[src/rtl/zsy_oled_sequencer.sv]
// SSD1306 128x64 OLED sequencer: panel reset, init command list and full-frame
// streaming through a single-byte SPI transmitter with an en/is_done handshake.
module zsy_oled_sequencer #(
  parameter int unsigned RST_LOW_CYCLES  = 1000,
  parameter int unsigned RST_WAIT_CYCLES = 1000,
  parameter int unsigned N_PAGES         = 8,
  parameter int unsigned N_COLS          = 128
) (
  input  logic       clk,
  input  logic       rst_n,
  input  logic       start,
  input  logic       reinit,
  output logic       busy,
  output logic       done,
  output logic       oled_rst_n,
  output logic       spi_en,
  output logic [7:0] spi_tx_byte,
  output logic       spi_dc_flag,
  input  logic       spi_is_done,
  output logic [9:0] fb_addr,
  input  logic [7:0] fb_data
);

  localparam int unsigned CNT_MAX  = (RST_LOW_CYCLES > RST_WAIT_CYCLES) ? RST_LOW_CYCLES
                                                                        : RST_WAIT_CYCLES;
  localparam int unsigned CNT_W    = $clog2(CNT_MAX + 1);
  localparam int unsigned INIT_LEN = 25;
  localparam int unsigned IDX_W    = 5;
  localparam int unsigned PAGE_W   = 3;
  localparam int unsigned COL_W    = 7;

  localparam logic [CNT_W-1:0]  LOW_LAST  = CNT_W'(RST_LOW_CYCLES - 1);
  localparam logic [CNT_W-1:0]  WAIT_LAST = CNT_W'(RST_WAIT_CYCLES - 1);
  localparam logic [IDX_W-1:0]  INIT_LAST = IDX_W'(INIT_LEN - 1);
  localparam logic [IDX_W-1:0]  PCMD_LAST = IDX_W'(2);
  localparam logic [PAGE_W-1:0] PAGE_LAST = PAGE_W'(N_PAGES - 1);
  localparam logic [COL_W-1:0]  COL_LAST  = COL_W'(N_COLS - 1);

  typedef enum logic [3:0] {
    IDLE     = 4'd0,
    RST_LOW  = 4'd1,
    RST_WAIT = 4'd2,
    INIT_CMD = 4'd3,
    PAGE_CMD = 4'd4,
    FB_READ  = 4'd5,
    DATA     = 4'd6,
    GAP      = 4'd7,
    FINISH   = 4'd8
  } state_t;

  state_t state, state_d;
  state_t ret, ret_d;

  logic [CNT_W-1:0]  cnt, cnt_d;
  logic [IDX_W-1:0]  idx, idx_d;
  logic [PAGE_W-1:0] page, page_d;
  logic [COL_W-1:0]  col, col_d;
  logic              inited, inited_d;

  logic       busy_d, done_d, oled_rst_n_d, spi_en_d, spi_dc_flag_d;
  logic [7:0] spi_tx_byte_d;
  logic [9:0] fb_addr_d;

  logic xfer_done_c;
  logic last_byte_c;

  assign xfer_done_c = spi_en & spi_is_done;
  assign last_byte_c = (page == PAGE_LAST) && (col == COL_LAST);

  // Panel power-up command list, sent once after each panel reset
  function automatic logic [7:0] init_byte(input logic [IDX_W-1:0] i);
    logic [7:0] b;
    case (i)
      5'd0:    b = 8'hAE;
      5'd1:    b = 8'hD5;
      5'd2:    b = 8'h80;
      5'd3:    b = 8'hA8;
      5'd4:    b = 8'h3F;
      5'd5:    b = 8'hD3;
      5'd6:    b = 8'h00;
      5'd7:    b = 8'h40;
      5'd8:    b = 8'h8D;
      5'd9:    b = 8'h14;
      5'd10:   b = 8'h20;
      5'd11:   b = 8'h02;
      5'd12:   b = 8'hA1;
      5'd13:   b = 8'hC8;
      5'd14:   b = 8'hDA;
      5'd15:   b = 8'h12;
      5'd16:   b = 8'h81;
      5'd17:   b = 8'hCF;
      5'd18:   b = 8'hD9;
      5'd19:   b = 8'hF1;
      5'd20:   b = 8'hDB;
      5'd21:   b = 8'h40;
      5'd22:   b = 8'hA4;
      5'd23:   b = 8'hA6;
      default: b = 8'hAF;
    endcase
    return b;
  endfunction

  // Page address command bytes: page start, column low nibble, column high nibble
  function automatic logic [7:0] page_byte(input logic [IDX_W-1:0] i, input logic [PAGE_W-1:0] p);
    logic [7:0] b;
    case (i)
      5'd0:    b = 8'hB0 | {5'd0, p};
      5'd1:    b = 8'h00;
      default: b = 8'h10;
    endcase
    return b;
  endfunction

  // State, datapath and output registers
  always_ff @(posedge clk or negedge rst_n) begin
    if (!rst_n) begin
      state       <= IDLE;
      ret         <= IDLE;
      cnt         <= '0;
      idx         <= '0;
      page        <= '0;
      col         <= '0;
      inited      <= 1'b0;
      busy        <= 1'b0;
      done        <= 1'b0;
      oled_rst_n  <= 1'b0;
      spi_en      <= 1'b0;
      spi_tx_byte <= 8'h00;
      spi_dc_flag <= 1'b0;
      fb_addr     <= '0;
    end else begin
      state       <= state_d;
      ret         <= ret_d;
      cnt         <= cnt_d;
      idx         <= idx_d;
      page        <= page_d;
      col         <= col_d;
      inited      <= inited_d;
      busy        <= busy_d;
      done        <= done_d;
      oled_rst_n  <= oled_rst_n_d;
      spi_en      <= spi_en_d;
      spi_tx_byte <= spi_tx_byte_d;
      spi_dc_flag <= spi_dc_flag_d;
      fb_addr     <= fb_addr_d;
    end
  end

  // Next-state selection
  always_comb begin
    state_d = state;
    case (state)
      IDLE:     if (start) state_d = (!inited || reinit) ? RST_LOW : PAGE_CMD;
      RST_LOW:  if (cnt == LOW_LAST) state_d = RST_WAIT;
      RST_WAIT: if (cnt == WAIT_LAST) state_d = INIT_CMD;
      INIT_CMD: if (xfer_done_c) state_d = GAP;
      PAGE_CMD: if (xfer_done_c) state_d = GAP;
      FB_READ:  state_d = DATA;
      DATA:     if (xfer_done_c) state_d = last_byte_c ? FINISH : GAP;
      GAP:      state_d = ret;
      FINISH:   state_d = IDLE;
      default:  state_d = IDLE;
    endcase
  end

  // Next values for counters and registered outputs
  always_comb begin
    ret_d         = ret;
    cnt_d         = cnt;
    idx_d         = idx;
    page_d        = page;
    col_d         = col;
    inited_d      = inited;
    busy_d        = busy;
    done_d        = 1'b0;
    oled_rst_n_d  = oled_rst_n;
    spi_en_d      = spi_en;
    spi_tx_byte_d = spi_tx_byte;
    spi_dc_flag_d = spi_dc_flag;
    fb_addr_d     = fb_addr;
    case (state)
      IDLE: begin
        if (start) begin
          busy_d = 1'b1;
          if (!inited || reinit) begin
            oled_rst_n_d = 1'b0;
            cnt_d        = '0;
          end else begin
            page_d = '0;
            idx_d  = '0;
          end
        end
      end
      RST_LOW: begin
        if (cnt == LOW_LAST) begin
          oled_rst_n_d = 1'b1;
          cnt_d        = '0;
        end else begin
          cnt_d = cnt + CNT_W'(1);
        end
      end
      RST_WAIT: begin
        if (cnt == WAIT_LAST) begin
          cnt_d = '0;
          idx_d = '0;
        end else begin
          cnt_d = cnt + CNT_W'(1);
        end
      end
      INIT_CMD: begin
        if (!spi_en) begin
          spi_en_d      = 1'b1;
          spi_tx_byte_d = init_byte(idx);
          spi_dc_flag_d = 1'b0;
        end else if (spi_is_done) begin
          spi_en_d = 1'b0;
          if (idx == INIT_LAST) begin
            inited_d = 1'b1;
            idx_d    = '0;
            page_d   = '0;
            ret_d    = PAGE_CMD;
          end else begin
            idx_d = idx + IDX_W'(1);
            ret_d = INIT_CMD;
          end
        end
      end
      PAGE_CMD: begin
        if (!spi_en) begin
          spi_en_d      = 1'b1;
          spi_tx_byte_d = page_byte(idx, page);
          spi_dc_flag_d = 1'b0;
        end else if (spi_is_done) begin
          spi_en_d = 1'b0;
          if (idx == PCMD_LAST) begin
            idx_d = '0;
            col_d = '0;
            ret_d = FB_READ;
          end else begin
            idx_d = idx + IDX_W'(1);
            ret_d = PAGE_CMD;
          end
        end
      end
      GAP: begin
        if (ret == FB_READ) fb_addr_d = {page, col};
      end
      DATA: begin
        if (!spi_en) begin
          spi_en_d      = 1'b1;
          spi_tx_byte_d = fb_data;
          spi_dc_flag_d = 1'b1;
        end else if (spi_is_done) begin
          spi_en_d = 1'b0;
          if (last_byte_c) begin
            done_d = 1'b1;
            busy_d = 1'b0;
          end else if (col != COL_LAST) begin
            col_d = col + COL_W'(1);
            ret_d = FB_READ;
          end else begin
            page_d = page + PAGE_W'(1);
            idx_d  = '0;
            ret_d  = PAGE_CMD;
          end
        end
      end
      default: ;
    endcase
  end

endmodule
[config.mk]
export PLATFORM = sky130hd
export DESIGN_NAME = zsy_oled_sequencer
export DESIGN_NICKNAME = d
export VERILOG_FILES = /design/src/rtl/zsy_oled_sequencer.sv
export SDC_FILE = /design/constraint.sdc
export NUM_CORES = 1
export LEC_CHECK = 0
export BUFFER_PORTS_ARGS = -buffer_cell sky130_fd_sc_hd__buf_2
export CAP_MARGIN = 25
export CORE_ASPECT_RATIO = 1.1
export CORE_MARGIN = 2
export CORE_UTILIZATION = 50
export DETAILED_ROUTE_END_ITERATION = 16
export GPL_TIMING_DRIVEN = 0
export PLACE_DENSITY = 0.81
export SYNTH_ARGS = -nofsm -noshare
export SYNTH_HDL_FRONTEND = slang
export SYNTH_SLANG_ARGS = --single-unit
[constraint.sdc]
create_clock -name clk -period 2.45 [get_ports clk]
set_clock_uncertainty 0.15 [all_clocks]
set_input_delay 0.245 -clock clk [delete_from_list [all_inputs] [get_ports clk]]
set_output_delay 0.245 -clock clk [all_outputs]
set_load 0.1 [all_outputs]
==> results.py, run 1 <==
metrics = {
    "run_status": {
        "status": "finished clean",
    },
    "synth": {
        "synth.avg_cell_area_um2": 9.23,
        "synthesis.area_um2": 3520,
        "yosysMostFrequentCell": "dfrtp_1",
        "synth_cells": 381,
        "synth_flop_cell": "dfrtp_1",
        "ys_warn_count": 0,
        "synth_nets": 404,
        "synthTopCellsByCount": "dfrtp_1 (56), nand2_1 (30), a21oi_1 (29)",
        "ys_ff_latch": 56,
        "ys_top_cells_by_area": "dfrtp_1 (40%), mux2_2 (4.8%), a21oi_1 (4.1%), ha_1 (3.6%), o21ai_0 (3.6%)",
        "synth-edff-count": 0,
        "synth_top_cell_area_share_pct": 39.9,
        "synth_cell_type_count": 71,
        "async_reset_ff_share_pct": 100,
        "synth_seq_area_share_pct": 39.9,
        "yosys.area.top_type": "dfrtp_1",
    },
    "global_routing": {
        "antenna_found_initial": 0,
        "grt_pass1_vias": 2955,
        "overflow": 0,
        "grt_max_degree": 37,
        "grt_pass1_wl_mm": 14.0,
        "grt.total_usage_pct": 22.4,
    },
    "route": {
        "wl_per_cell_um": 16.8,
        "drt-initial-drc-count": 315,
        "wirelength_mm": 8.67,
        "vias": 3231,
        "vias_per_cell": 6.27,
        "dr.pass1.iters": 5,
        "drtAntennaViolNets": 0,
        "drc": 0,
    },
    "timing": {
        "finalCritPeriodShare_pct": 97.3,
        "slew_viol_final": 0,
        "hold_ws_ps": 65.9,
        "post-route-min-period_ps": 2380,
        "hold_viol": 0,
        "final.setup.tns_ps": 0,
        "max_freq_mhz": 420,
        "tightest_slew_ps": 670,
        "slew_headroom_pct": 55.0,
        "setup_violations": 0,
    },
    "clocking": {
        "path_clk_slew_ps": 100,
        "cts_root_buffer": "clkbuf_8",
        "clock_latency_ps": 330,
        "cts.htree.levels": 2,
        "clock-sinks": 56,
        "cts_made_buffers": 5,
        "cts.path.max_buffers": 2,
        "tritoncts": "done",
    },
    "worst_setup_path": {
        "path_cells": "buf_2 -> nor4bb_1 -> o41ai_4 -> o211ai_1 -> o21ai_0 -> o41ai_2",
        "slowest_delay_ps": 600,
        "crit_path_end_kind": "register",
        "cp-start-kind": "register",
        "crit_required_ps": 2530,
        "critPathMaxFanout": 10,
        "critPathSlowestCell": "nor4bb_1",
        "arrival_ps": 2460,
        "critical_path_class": "register to register",
    },
    "min_path": {
        "hp-class": "input port to register",
    },
    "pwr": {
        "power_mw": 4.50,
        "p_int_mw": 2.18,
        "p_clk_share_pct": 12.1,
        "combPwrFrac_pct": 57.7,
        "leakagePower_nw": 1.75,
        "irDropWorstVdd_mv": 0.893,
        "power_frac_seq_pct": 30.2,
        "switching_power_mw": 2.33,
        "switching_share_pct": 51.7,
        "p_per_area_nw_per_um2": 1130,
    },
    "layout": {
        "final_net_count": 452,
        "multi_input_area_um2": 1950,
        "diodes": 0,
        "seq_area_um2": 1400,
        "drive_gt1_share_pct": 22.1,
        "nFillCells": 598,
        "syn_to_final_growth_pct": 13.4,
        "final_cells": 515,
    },
    "die": {
        "io_pins": 36,
        "initial_utilization_pct": 50.8,
        "rows": 32,
        "dieWidth_um": 84.0,
        "die_h_um": 92.0,
        "die_area_um2": 7720,
        "core_area_um2": 6930,
    },
    "run": {
        "maxCapViolCount": 0,
    },
    "placement": {
        "io_buffers": 35,
        "dp_hpwl_mm": 6.20,
        "gp_congestion": 0.959,
        "dp.cells": 502,
    },
}
[metal layers]
metal / vias to the layer above / GRT usage (%) / wire length [µm]
met5: - / 0 / 0
met4: 0 / 7.66 / 166
met3: 15 / 3.42 / 594
met2: 155 / 38.2 / 4260
met1: 1557 / 29.1 / 3640
li1: 1504 / - / -
[power groups by stage]
stage                     Clock (mW)  Sequential (mW)  Combinational [mW]
final                          0.546             1.36                2.60
after global routing           0.594             1.39                2.78
after CTS                      0.553             1.36                2.51
after detailed placement           0             1.38                2.49
after global placement             0             1.36                2.43
after floorplan                    0             1.97                1.37
[sequential cells by signal (all words and copies together) (netlist names)]
register     count
spi_tx_byte      8
cnt             10
state            4
spi_en           1
fb_addr         10
spi_dc_flag      1
idx              5
inited           1
oled_rst_n       1
done             1
ret              3
page             3
col              7
busy             1
[logic make-up (layout without fill, tap and decap cells)]
group                      after synthesis  count (layout)  share of synthesized area, %
adders and majority gates               10              10                          3.56
muxes                                   19              19                          5.94
buffers and inverters                   43              92                          5.41
and+or+nand+nor                        126             126                          21.2
xor gates and xnor gates                 3               3                         0.747
DFF                                     56              56                          39.9
AOI/OAI and AO/OA                      124             124                          23.3
[final cells by class]
| type | count | share of cell area (%) |
|---|---|---|
| multi-input cells | 282 | 49.0 |
| clock buffers | 5 | 1.73 |
| flip-flops and latches | 56 | 35.2 |
| plain buffers | 25 | 3.17 |
| clock inverters | 3 | 0.628 |
| repair buffers | 41 | 5.90 |
| well taps | 85 | 2.67 |
| inverters | 18 | 1.69 |
[final timing paths]
kind	startpoint	endpoint	slack [ps]	cells after the start
worst max-delay path	state[2]	idx[1]	70	6
worst min-delay path	fb_data[6]	spi_tx_byte[6]	70	3
worst max register to register	state[2]	idx[1]	70	6
worst min register to register	spi_tx_byte[4]	spi_tx_byte[4]	340	1
max in group asynchronous	rst_n	spi_en	1310	3
min in group asynchronous	rst_n	fb_addr[4]	250	2
[worst max-delay path, delay by kind of cell (launching register included)]
| family | cells | cell delay (ps) |
|---|---|---|
| compound gates | 4 | 830 |
| simple gates | 1 | 600 |
| flops | 1 | 440 |
| buf+inv | 1 | 270 |
[through the flow]
step	cell area [µm²]	setup WS [ps]	utilization, %
after floorplan	3520	294	-
after global placement	3800	-39.8	54.8
after detailed placement	3820	-94.4	55.1
after CTS	3930	40.1	56.8
after global routing	3990	-24.3	57.6
final	3990	67.3	57.6
[layout by cell type (no fill, tap or decap), types with 5 or more instances in the layout]
master    count
nor3_1        5
buf_2        43
dfrtp_1      54
nand3_1      16
nand2b_1      8
nor2_1       19
o21ai_0      25
nand2_1      30
clkbuf_8      5
a21oi_1      28
inv_1        18
a31oi_1       8
o21ai_1       7
buf_4         5
ha_1         10
clkbuf_1     12
o31ai_1       9
a21o_1        7
mux2_2       15
nor2b_1      10
[repair_timing]
action | 4_1_cts | 5_1_grt
endpoints found under the setup margin | 6 | 11
endpoints found under the hold margin | 20 | 0
setup buffers | 0 | 4
gates resized for setup | 2 | 6
hold buffers | 1 | 0
pin swaps | 0 | 6
(Power assumes the default switching activity.)
==> run 2, diff against run 1 <==
--- a/config.mk
+++ b/config.mk
@@ -5,6 +5,7 @@
 export SDC_FILE = /design/constraint.sdc
 export NUM_CORES = 1
 export LEC_CHECK = 0
+export ABC_AREA = 1
 export BUFFER_PORTS_ARGS = -buffer_cell sky130_fd_sc_hd__buf_2
 export CAP_MARGIN = 25
 export CORE_ASPECT_RATIO = 1.1
@@ -12,7 +13,7 @@
 export CORE_UTILIZATION = 50
 export DETAILED_ROUTE_END_ITERATION = 16
 export GPL_TIMING_DRIVEN = 0
-export PLACE_DENSITY = 0.81
+export PLACE_DENSITY = 0.69
 export SYNTH_ARGS = -nofsm -noshare
 export SYNTH_HDL_FRONTEND = slang
 export SYNTH_SLANG_ARGS = --single-unit
==> run 2 against run 1 <==
Wire length is 4.9% lower. Largest power group unchanged. Combinational power rose by 30%. Largest cell class unchanged. Global-route usage about the same. Clock power about the same. Via count grew 1.4%. Critical path type unchanged. Sequential cell count unchanged. Die area up 2.0%.
==> results.py, run 2 <==
metrics = {
    "timing": {
        "setup_violations": 0,
        "max_freq_mhz": 466,
        "hold_viol": 0,
        "grt_setup_unrepaired": "false",
        "slew_viol_final": 0,
        "final.setup.tns_ps": 0,
        "slew_headroom_pct": 67.4,
        "post-route-min-period_ps": 2150,
        "tightest_slew_ps": 492,
        "finalCritPeriodShare_pct": 87.6,
    },
    "clocking": {
        "cts_resized": 0,
        "cts_made_buffers": 5,
        "clock-sinks": 56,
        "post-cts-setup-buffers": 0,
        "cts.htree.levels": 2,
        "clock_latency_ps": 330,
        "path_clk_slew_ps": 100,
        "cts_root_buffer": "clkbuf_8",
        "cts.path.max_buffers": 2,
        "tritoncts": "done",
    },
    "route": {
        "drt-initial-drc-count": 127,
        "drtAntennaViolNets": 0,
        "dr.pass1.iters": 4,
        "drc": 0,
        "vias": 3276,
        "wirelength_mm": 8.24,
        "vias_per_cell": 5.28,
        "wl_per_cell_um": 13.3,
    },
    "worst_setup_path": {
        "timing.rr.start": "idx[1]",
        "crit_family": "simple AND/OR/NAND/NOR gates",
        "critical_path_class": "register to register",
        "crit_required_ps": 2520,
        "critPathLaunch": "idx[1]",
        "crit_path_end_kind": "register",
        "critPathMaxFanout": 8,
        "critPathSlowestCell": "dfrtp_1",
        "arrival_ps": 2210,
        "critPathMostFrequentCell": "nand2_1",
        "path_buf_inv": 1,
        "slowest_delay_ps": 460,
        "path_cells": "inv_1 -> ha_1 -> nand4_1 -> nand2_1 -> nand2_1 -> nor2_2 -> nand3_2 -> nand2_1 -> nand2_1",
        "cp-start-kind": "register",
    },
    "synth": {
        "async_reset_ff_share_pct": 100,
        "ys_warn_count": 0,
        "synth_flop_cell": "dfrtp_1",
        "synth_top_cell_area_share_pct": 39.0,
        "synth_cell_type_count": 41,
        "synthesis.area_um2": 3590,
        "yosysMostFrequentCell": "nand2_1",
        "synth_seq_area_share_pct": 39.0,
        "ys_top_cells_by_area": "dfrtp_1 (39%), nand2_1 (15%), nand3_1 (5.0%), nor2_1 (4.7%), inv_1 (4.5%)",
        "yosys.area.top_type": "dfrtp_1",
        "synth-edff-count": 0,
        "synth_cells": 491,
        "synth_nets": 514,
        "synthTopCellsByCount": "nand2_1 (143), dfrtp_1 (56), nor2_1 (45)",
        "ys_ff_latch": 56,
        "synth.avg_cell_area_um2": 7.31,
    },
    "layout": {
        "fin_area_um2": 4000,
        "reg_top3": "cnt x10, fb_addr x10, spi_tx_byte x8",
        "final_net_count": 557,
        "drive_gt1_share_pct": 18.1,
        "final_cells": 620,
        "final_common_cell": "nand2_1",
        "syn_to_final_growth_pct": 11.3,
        "diodes": 0,
        "final_cell_mix": "nand2_1 (143), dfrtp_1 (56), nor2_1 (45)",
    },
    "global_routing": {
        "grt_pass1_wl_mm": 14.5,
        "grt_max_degree": 40,
        "antenna_found_initial": 0,
        "grt_pass1_vias": 3228,
        "grt.total_usage_pct": 22.4,
        "overflow": 0,
    },
    "die": {
        "initial_utilization_pct": 51.2,
        "dieWidth_um": 84.8,
        "die_h_um": 92.9,
        "rows": 32,
        "die_area_um2": 7880,
        "core_area_um2": 7010,
        "io_pins": 36,
    },
    "placement": {
        "dp_hpwl_mm": 6.42,
        "dp.cells": 612,
        "dpl_cell_area_um2": 3890,
        "io_buffers": 35,
        "gp_congestion": 0.901,
    },
    "pwr": {
        "irDropWorstVdd_mv": 0.767,
        "p_per_area_nw_per_um2": 1360,
        "leakagePower_nw": 2.01,
    },
    "run": {
        "maxCapViolCount": 0,
    },
    "min_path": {
        "hp-start": "fb_data[3]",
        "hp-class": "input port to register",
    },
    "run_status": {
        "status": "finished clean",
    },
}
==> run 2: power by group <==
part | internal, mW | total, mW | switching (mW) | leakage [nW]
logic | 0.847 | 3.37 | 2.52 | 1.25
registers | 1.25 | 1.53 | 0.278 | 0.721
clock network | 0.211 | 0.549 | 0.338 | 0.0463
total | 2.31 | 5.44 | 3.14 | 2.01
==> run 2: cell type report <==
cell class                      count  area, µm²
Multi-Input combinational cell    371       1910
Clock inverter                      3       27.5
Buffer                             10       68.8
Tap cell                           85        106
Clock buffer                        5       68.8
Inverter                           53        204
Sequential cell                    56       1400
Timing Repair Buffer               37        205
Fill cell                         676       3010
==> run 2: routing by layer <==
metal	up-vias	GRT usage, %	share of wire, %
met2	47	39.4	50
met4	0	7.41	1.6
met3	12	3.12	2.2
met5	-	0	0
met1	1527	28.1	46
li1	1690	-	-
==> run 2: metrics by stage <==
stage                     worst slack [ps]  hold slack (ps)  power [mW]  util [%]
after floorplan                        385             -201        4.23         -
after global placement                 264              306        4.85      55.3
after detailed placement               241             63.8        4.90      55.6
after CTS                              214             81.0        5.47      57.1
after global routing                  93.1             99.2        5.88      57.0
final                                  304             84.9        5.44      57.0
==> run 2: logic make-up (layout without fill, tap and decap cells) <==
| group | count (synthesis) | count (layout) | synth area share, % |
|---|---|---|---|
| buffers and inverters | 64 | 108 | 7.70 |
| XOR/XNOR | 3 | 3 | 0.732 |
| adder cells (fa/ha/maj) | 10 | 10 | 3.48 |
| AO/OA/AOI/OAI | 68 | 68 | 10.5 |
| flip-flops | 56 | 56 | 39.0 |
| AND/OR/NAND/NOR | 290 | 290 | 38.5 |
==> run 2: worst paths after layout <==
check / to / slack [ps] / cells past startpoint
setup / recovery: page[1] / 300 / 9
hold / removal: spi_tx_byte[3] / 80 / 3
setup reg to reg: page[1] / 300 / 9
hold reg to reg: inited / 340 / 2
max in group asynchronous: spi_en / 1370 / 3
min in group asynchronous: cnt[9] / 230 / 2
==> run 2: worst min-delay path, delay by kind of cell <==
kind            cells  cell delay (ps)
compound gates      2              190
buf+inv             1               80
==> run 2: what timing repair did <==
| item | CTS | global route |
|---|---|---|
| hold endpoints to repair | 17 | 0 |
| hold buffers | 1 | 0 |
| endpoints found under the setup margin | 0 | 3 |
